--- src/rtl/id_stage.sv ---
// id_stage: RV32I instruction decode stage.
// Holds the 32x32 register file, decodes the IF/ID instruction into ID/EX
// control and datapath fields, detects load-use hazards and applies
// branch flushes. Optional build macro: ID_WB_BYPASS_EN forwards a
// same-cycle writeback onto the register-file read ports.
module id_stage #(
    parameter logic [31:0] SP_INIT = 32'h0000_FFFC
) (
    input  logic        clk,
    input  logic        rst,
    input  logic [31:0] IF_pcout,
    input  logic [31:0] IF_instrout,
    input  logic        WB_RegWrite,
    input  logic [4:0]  WB_rd,
    input  logic [31:0] WB_data,
    input  logic        EX_MemRead,
    input  logic [4:0]  EX_rd,
    input  logic        BranchFlush,
    output logic        PCWrite,
    output logic        IFID_RegWrite,
    output logic [31:0] ID_pc,
    output logic [31:0] ID_rs1data,
    output logic [31:0] ID_rs2data,
    output logic [31:0] ID_imm,
    output logic [4:0]  ID_rs1,
    output logic [4:0]  ID_rs2,
    output logic [4:0]  ID_rd,
    output logic [2:0]  ID_funct3,
    output logic        ID_funct7b5,
    output logic [2:0]  ID_ALUOp,
    output logic        ID_ALUSrc,
    output logic        ID_MemRead,
    output logic        ID_MemWrite,
    output logic        ID_RegWrite,
    output logic        ID_MemtoReg,
    output logic        ID_Branch,
    output logic [1:0]  ID_Jump
);

    localparam int unsigned XLEN   = 32;
    localparam int unsigned REG_AW = 5;
    localparam int unsigned NREGS  = 32;

    localparam logic [6:0] OP_R      = 7'b0110011;
    localparam logic [6:0] OP_I      = 7'b0010011;
    localparam logic [6:0] OP_LOAD   = 7'b0000011;
    localparam logic [6:0] OP_STORE  = 7'b0100011;
    localparam logic [6:0] OP_BRANCH = 7'b1100011;
    localparam logic [6:0] OP_JAL    = 7'b1101111;
    localparam logic [6:0] OP_JALR   = 7'b1100111;
    localparam logic [6:0] OP_LUI    = 7'b0110111;
    localparam logic [6:0] OP_AUIPC  = 7'b0010111;

    localparam logic [2:0] ALU_R    = 3'b000;
    localparam logic [2:0] ALU_I    = 3'b001;
    localparam logic [2:0] ALU_ADDR = 3'b010;
    localparam logic [2:0] ALU_BR   = 3'b011;
    localparam logic [2:0] ALU_LUI  = 3'b100;
    localparam logic [2:0] ALU_JAL  = 3'b101;

    localparam logic [1:0] JMP_NONE = 2'b00;
    localparam logic [1:0] JMP_JAL  = 2'b01;
    localparam logic [1:0] JMP_JALR = 2'b10;

    // Instruction fields
    logic [6:0]        opcode;
    logic [REG_AW-1:0] rs1_idx;
    logic [REG_AW-1:0] rs2_idx;
    logic [REG_AW-1:0] rd_idx;

    assign opcode  = IF_instrout[6:0];
    assign rs1_idx = IF_instrout[19:15];
    assign rs2_idx = IF_instrout[24:20];
    assign rd_idx  = IF_instrout[11:7];

    // Register file storage
    logic [XLEN-1:0] rf_q [NREGS];

    // Decoded (pre-bubble) control and immediate
    logic [2:0]      alu_op_c;
    logic            alu_src_c;
    logic            mem_read_c;
    logic            mem_write_c;
    logic            reg_write_c;
    logic            memto_reg_c;
    logic            branch_c;
    logic [1:0]      jump_c;
    logic            rs1_used_c;
    logic            rs2_used_c;
    logic [XLEN-1:0] imm_c;

    logic [XLEN-1:0] rs1_data_c;
    logic [XLEN-1:0] rs2_data_c;
    logic            load_use_c;
    logic            bubble_c;

    // ID/EX pipeline register
    logic [XLEN-1:0]   pc_q,   pc_d;
    logic [XLEN-1:0]   rs1d_q, rs1d_d;
    logic [XLEN-1:0]   rs2d_q, rs2d_d;
    logic [XLEN-1:0]   imm_q,  imm_d;
    logic [REG_AW-1:0] rs1_q,  rs1_d;
    logic [REG_AW-1:0] rs2_q,  rs2_d;
    logic [REG_AW-1:0] rd_q,   rd_d;
    logic [2:0]        f3_q,   f3_d;
    logic              f7b5_q, f7b5_d;
    logic [2:0]        aluop_q, aluop_d;
    logic              alusrc_q, alusrc_d;
    logic              mrd_q,  mrd_d;
    logic              mwr_q,  mwr_d;
    logic              rwr_q,  rwr_d;
    logic              m2r_q,  m2r_d;
    logic              br_q,   br_d;
    logic [1:0]        jmp_q,  jmp_d;

    // Register file: x2 resets to the stack pointer, x0 is never written
    always_ff @(posedge clk or posedge rst) begin
        if (rst) begin
            for (int i = 0; i < NREGS; i++) begin
                rf_q[i] <= (i == 2) ? SP_INIT : '0;
            end
        end else if (WB_RegWrite && (WB_rd != '0)) begin
            rf_q[WB_rd] <= WB_data;
        end
    end

    // Combinational read ports, optionally forwarding the writeback value
    always_comb begin
        rs1_data_c = (rs1_idx == '0) ? '0 : rf_q[rs1_idx];
        rs2_data_c = (rs2_idx == '0) ? '0 : rf_q[rs2_idx];
`ifdef ID_WB_BYPASS_EN
        if (WB_RegWrite && (WB_rd != '0) && (WB_rd == rs1_idx)) begin
            rs1_data_c = WB_data;
        end
        if (WB_RegWrite && (WB_rd != '0) && (WB_rd == rs2_idx)) begin
            rs2_data_c = WB_data;
        end
`endif
    end

    // Opcode decode: control bits, operand usage and immediate format
    always_comb begin
        alu_op_c    = ALU_R;
        alu_src_c   = 1'b0;
        mem_read_c  = 1'b0;
        mem_write_c = 1'b0;
        reg_write_c = 1'b0;
        memto_reg_c = 1'b0;
        branch_c    = 1'b0;
        jump_c      = JMP_NONE;
        rs1_used_c  = 1'b0;
        rs2_used_c  = 1'b0;
        imm_c       = '0;
        case (opcode)
            OP_R: begin
                alu_op_c    = ALU_R;
                reg_write_c = 1'b1;
                rs1_used_c  = 1'b1;
                rs2_used_c  = 1'b1;
            end
            OP_I: begin
                alu_op_c    = ALU_I;
                alu_src_c   = 1'b1;
                reg_write_c = 1'b1;
                rs1_used_c  = 1'b1;
                imm_c       = {{20{IF_instrout[31]}}, IF_instrout[31:20]};
            end
            OP_LOAD: begin
                alu_op_c    = ALU_ADDR;
                alu_src_c   = 1'b1;
                mem_read_c  = 1'b1;
                reg_write_c = 1'b1;
                memto_reg_c = 1'b1;
                rs1_used_c  = 1'b1;
                imm_c       = {{20{IF_instrout[31]}}, IF_instrout[31:20]};
            end
            OP_STORE: begin
                alu_op_c    = ALU_ADDR;
                alu_src_c   = 1'b1;
                mem_write_c = 1'b1;
                rs1_used_c  = 1'b1;
                rs2_used_c  = 1'b1;
                imm_c       = {{20{IF_instrout[31]}}, IF_instrout[31:25],
                               IF_instrout[11:7]};
            end
            OP_BRANCH: begin
                alu_op_c    = ALU_BR;
                branch_c    = 1'b1;
                rs1_used_c  = 1'b1;
                rs2_used_c  = 1'b1;
                imm_c       = {{19{IF_instrout[31]}}, IF_instrout[31], IF_instrout[7],
                               IF_instrout[30:25], IF_instrout[11:8], 1'b0};
            end
            OP_JAL: begin
                alu_op_c    = ALU_JAL;
                reg_write_c = 1'b1;
                jump_c      = JMP_JAL;
                imm_c       = {{11{IF_instrout[31]}}, IF_instrout[31], IF_instrout[19:12],
                               IF_instrout[20], IF_instrout[30:21], 1'b0};
            end
            OP_JALR: begin
                alu_op_c    = ALU_ADDR;
                alu_src_c   = 1'b1;
                reg_write_c = 1'b1;
                jump_c      = JMP_JALR;
                rs1_used_c  = 1'b1;
                imm_c       = {{20{IF_instrout[31]}}, IF_instrout[31:20]};
            end
            OP_LUI: begin
                alu_op_c    = ALU_LUI;
                alu_src_c   = 1'b1;
                reg_write_c = 1'b1;
                imm_c       = {IF_instrout[31:12], 12'b0};
            end
            OP_AUIPC: begin
                alu_op_c    = ALU_ADDR;
                alu_src_c   = 1'b1;
                reg_write_c = 1'b1;
                imm_c       = {IF_instrout[31:12], 12'b0};
            end
            default: begin
                imm_c = '0;
            end
        endcase
    end

    // Load-use hazard detection; a flush overrides the stall
    always_comb begin
        load_use_c = EX_MemRead && (EX_rd != '0) &&
                     ((rs1_used_c && (EX_rd == rs1_idx)) ||
                      (rs2_used_c && (EX_rd == rs2_idx)));
        bubble_c      = load_use_c || BranchFlush;
        PCWrite       = !(load_use_c && !BranchFlush);
        IFID_RegWrite = !(load_use_c && !BranchFlush);
    end

    // Next ID/EX contents: datapath always loads, control zeroed on a bubble
    always_comb begin
        pc_d     = IF_pcout;
        rs1d_d   = rs1_data_c;
        rs2d_d   = rs2_data_c;
        imm_d    = imm_c;
        rs1_d    = rs1_idx;
        rs2_d    = rs2_idx;
        rd_d     = rd_idx;
        f3_d     = IF_instrout[14:12];
        f7b5_d   = IF_instrout[30];
        aluop_d  = alu_op_c;
        alusrc_d = alu_src_c;
        mrd_d    = mem_read_c;
        mwr_d    = mem_write_c;
        rwr_d    = reg_write_c;
        m2r_d    = memto_reg_c;
        br_d     = branch_c;
        jmp_d    = jump_c;
        if (bubble_c) begin
            aluop_d  = '0;
            alusrc_d = 1'b0;
            mrd_d    = 1'b0;
            mwr_d    = 1'b0;
            rwr_d    = 1'b0;
            m2r_d    = 1'b0;
            br_d     = 1'b0;
            jmp_d    = '0;
        end
    end

    // ID/EX pipeline register
    always_ff @(posedge clk or posedge rst) begin
        if (rst) begin
            pc_q     <= '0;
            rs1d_q   <= '0;
            rs2d_q   <= '0;
            imm_q    <= '0;
            rs1_q    <= '0;
            rs2_q    <= '0;
            rd_q     <= '0;
            f3_q     <= '0;
            f7b5_q   <= 1'b0;
            aluop_q  <= '0;
            alusrc_q <= 1'b0;
            mrd_q    <= 1'b0;
            mwr_q    <= 1'b0;
            rwr_q    <= 1'b0;
            m2r_q    <= 1'b0;
            br_q     <= 1'b0;
            jmp_q    <= '0;
        end else begin
            pc_q     <= pc_d;
            rs1d_q   <= rs1d_d;
            rs2d_q   <= rs2d_d;
            imm_q    <= imm_d;
            rs1_q    <= rs1_d;
            rs2_q    <= rs2_d;
            rd_q     <= rd_d;
            f3_q     <= f3_d;
            f7b5_q   <= f7b5_d;
            aluop_q  <= aluop_d;
            alusrc_q <= alusrc_d;
            mrd_q    <= mrd_d;
            mwr_q    <= mwr_d;
            rwr_q    <= rwr_d;
            m2r_q    <= m2r_d;
            br_q     <= br_d;
            jmp_q    <= jmp_d;
        end
    end

    assign ID_pc       = pc_q;
    assign ID_rs1data  = rs1d_q;
    assign ID_rs2data  = rs2d_q;
    assign ID_imm      = imm_q;
    assign ID_rs1      = rs1_q;
    assign ID_rs2      = rs2_q;
    assign ID_rd       = rd_q;
    assign ID_funct3   = f3_q;
    assign ID_funct7b5 = f7b5_q;
    assign ID_ALUOp    = aluop_q;
    assign ID_ALUSrc   = alusrc_q;
    assign ID_MemRead  = mrd_q;
    assign ID_MemWrite = mwr_q;
    assign ID_RegWrite = rwr_q;
    assign ID_MemtoReg = m2r_q;
    assign ID_Branch   = br_q;
    assign ID_Jump     = jmp_q;

endmodule

--- config.mk ---
export PLATFORM = sky130hd
export DESIGN_NAME = id_stage
export DESIGN_NICKNAME = d
export VERILOG_FILES = /design/src/rtl/id_stage.sv
export SDC_FILE = /design/constraint.sdc
export NUM_CORES = 2
export LEC_CHECK = 0
export ABC_CLOCK_PERIOD_IN_PS = 63100
export BUFFER_PORTS_ARGS = -buffer_cell sky130_fd_sc_hd__buf_2
export CAP_MARGIN = 40
export CORE_MARGIN = 5
export CORE_UTILIZATION = 45
export CTS_BUF_LIST = sky130_fd_sc_hd__clkbuf_8
export DETAILED_ROUTE_END_ITERATION = 8
export PLACE_DENSITY = 0.64
export SLEW_MARGIN = 5
export SYNTH_ARGS = -nofsm -noshare
export SYNTH_HDL_FRONTEND = slang
export SYNTH_SLANG_ARGS = --single-unit
export TNS_END_PERCENT = 20
--- constraint.sdc ---
create_clock -name clk -period 63.1 [get_ports clk]
set_input_delay 12.62 -clock clk [delete_from_list [all_inputs] [get_ports clk]]
set_output_delay 12.62 -clock clk [all_outputs]
set_load 0.05 [all_outputs]
==> summary.txt <==
Status
  – Outcome: completed

CTS
  – # Post-CTS Setup Buffers: 0
  – CTS Buffer Depth: 3
  – CTS resizes: 0
  – CTS Hold Bufs: 0
  – CTS HTree Levels: 4
  – Reg clk slew, reported paths: 50 ps
  – CTS tree: done
  – Num CTS Buffers: 201
  – Root Buffer: clkbuf_8
  – Skew-Pair Late Insertion Delay: 920 ps
  – CTS Sinks: 1,181

Final layout
  – Multi-input gate area: 27,700 um2
  – Area delta synth->final: 11.6%
  – FF/Latch Area: 29,600 um2
  – Commonest non-fill, non-tap cell in the layout: dfrtp_1
  – Nets: 4,084
  – Non-Filler Cell Area, Final: 66,300 um2
  – Highest-count cells in the layout ignoring fill and taps: 1,167 x dfrtp_1, 1,030 x mux2_2, 438 x mux4_2, 269 x buf_2, 261 x clkbuf_8
  – Share of cells above drive strength 1: 0.540
  – Filler cells: 11.1k

Detailed routing
  – Post-route DRC: 0
  – Avg WL per Cell: 31.0 um
  – Post-Route WL: 183 mm
  – DR top layer: met5
  – Initial DRC count: 3,635
  – WL met3: 15.2 mm
  – Antenna viol nets, final: 0
  – Via/cell ratio: 6.33
  – M1 wire length: 78.7 mm
  – TritonRoute pass-1 iters: 5
  – Vias: 37.4k
  – DR WL met2: 83.9 mm

STA
  – Fin. max-slew vios: 0
  – Tightest Pin Transition: 1090 ps
  – Max-slew headroom: 0.272
  – RSZ-0062 raised after global routing: false
  – Max Fclk: 0.0363 GHz
  – Clk_skew: 43.2 ps
  – Hold Fails Final Rpt: 0
  – Period Utilization, post-route: 0.436
  – Tmin final: 27,530 ps
  – # setup viols final: 0
  – Total negative slack: 0 ps

Die
  – Die Y: 373 um
  – Die area: 139,000 um2
  – Core area: 131,000 um2
  – Row cnt: 133
  – Die W: 373 um
  – Starting Density: 0.452
  – IO Pins: 271

Power and ir drop
  – Total power divided by cell area: 31.9 nW/um2
  – Worst vdd ir: 0.0263 mV
  – P_leak: 0.0296 uW

Synthesis
  – Gate Count Post-Synth: 3,816
  – Asr flop ratio synth: 1.00
  – Cell area after synthesis: 59,400 um2
  – Post-synth EDFFs: 0
  – Syn Nets: 3,927
  – Unique masters post-synth: 59
  – Yosys warnings: 0
  – Register area share after synthesis: 0.498
  – Post-synth top flop: dfrtp_1
  – Avg Cell Area, Syn: 15.6 um2
  – Number of synthesized register bits: 1,181

Placed design
  – Final HPWL DP: 104 mm
  – Area post-placement: 62,100 um2
  – I/O Buffers: 270
  – Final Wtd Congestion: 0.862

Critical path
  – Critical path type: primary input to output pin
  – Critical-path maximum fanout: 39
  – CP Launch Type: primary input
  – CP arrival: 14,910 ps
  – Worst setup EP type: output pin
  – Worst EP required: 50,480 ps
  – Worst reg2reg path endpoint: ID_rs1data[18]$_DFF_PP0_
  – Reg2Reg Setup Slack: 60,970 ps
  – FF-to-FF Start: rf_q[18]$_DFFE_PP0P_
  – Register-to-Register Path Depth: 4

GRT
  – Total grt overflow: 0
  – Antenna violations before repair: 22
  – First-pass GRT wire length: 271 mm
  – Pin count of the biggest net entering global routing: 126
  – Vias in the first global route: 39.1k
  – Total GRT Usage: 0.262

Run
  – Max Cap Viol: 0

Worst hold path
  – HP Start: rf_q[1014]$_DFFE_PP0P_
  – Hold WC Path Type: register to register
  – Hold Crit Depth: 0
  – End point of the worst hold path: rf_q[1014]$_DFFE_PP0P_
[Yosys cell counts (7+ instances only)]
cell type	n	share of area
dfrtp_1	1167	0.49
mux2_2	1030	0.20
mux4_2	438	0.17
mux2i_1	198	0.033
clkbuf_1	187	0.012
buf_2	143	0.012
a22o_1	70	0.010
a211oi_1	61	0.0077
o221ai_1	60	0.0089
buf_4	59	0.0075
nor3_1	39	0.0033
o22ai_1	36	0.0038
a21oi_1	35	0.0030
a22oi_1	30	0.0038
buf_6	30	0.0057
mux2_1	28	0.0053
nand2_1	26	0.0016
nor2_1	20	0.0013
a21o_1	19	0.0024
dfstp_2	14	0.0062
nor2b_1	12	0.0013
xnor2_1	10	0.0015
buf_1	8	0.00051
nand3b_1	8	0.0010
mux4_1	7	0.0031
o21ai_0	7	0.00059
[state kept, by name, summed over array words and instances (netlist names)]
register and cells:
ID_funct3 3, ID_funct7b5 1, ID_Jump 2, ID_rs2data 32, ID_ALUOp 3, ID_Branch 1, ID_pc 32, ID_rs2 5
ID_rd 5, ID_MemtoReg 1, ID_rs1 5, ID_ALUSrc 1, rf_q 1024, ID_imm 32, ID_rs1data 32, ID_RegWrite 1
ID_MemWrite 1
[worst max path at each step]
stage	startpoint	to	slack, ps	cells past startpoint
after CTS	IF_instrout[24]	PCWrite	35600	7
after global placement	IF_instrout[24]	IFID_RegWrite	35640	7
after global routing	IF_instrout[24]	PCWrite	35470	7
final	IF_instrout[24]	PCWrite	35570	7
after floorplan	rst	ID_ALUOp[0]$_DFF_PP0_	17240	1
after detailed placement	IF_instrout[24]	PCWrite	35590	7
[per-stage QoR]
stage               total power [uW]  cells  hold WS [ps]  setup slack (ps)  utilization
floorplan                       1310   3816           438             17240            -
global route                    2210   5896           407             35470        0.505
global placement                1400   5499           374             35640        0.469
CTS                             2130   5894           396             35600        0.505
detailed placement              1420   5525           382             35590        0.473
finish                          2110   5903           392             35570        0.505
[cell type report]
cell class	instances	area share
clock buffers	261	0.0542
well taps	1755	0.0331
inverters	5	0.000396
repair buffers	388	0.0399
multi-input cells	2196	0.418
flip-flops and latches	1181	0.446
diodes	9	0.000340
clock inverters	108	0.00825
[routing by layer]
| metal | vias up | global-route usage |
|---|---|---|
| met5 | - | 0 |
| met2 | 1702 | 0.402 |
| li1 | 15100 | - |
| met1 | 20200 | 0.374 |
| met3 | 343 | 0.0621 |
| met4 | 8 | 0.0775 |
[critical path: stages]
cell and delay (ps):
buf_2 80, buf_4 630, xnor2_1 200, nand4_1 110
o22ai_1 720, nand3b_1 250, buf_2 280
[power by group]
group	internal, uW	total [uW]	switching [uW]
clock network	375	705	330
logic	234	419	186
registers	893	989	96.2
total	1500	2110	612
[cell families after synthesis]
| family | synth area share |
|---|---|
| multiplexers | 0.403 |
| flip-flops | 0.498 |
| buffers and inverters | 0.0393 |
| AO/OA/AOI/OAI | 0.0441 |
| AND/OR/NAND/NOR | 0.0136 |
| XOR/XNOR | 0.00148 |
(Power assumes the default switching activity.)
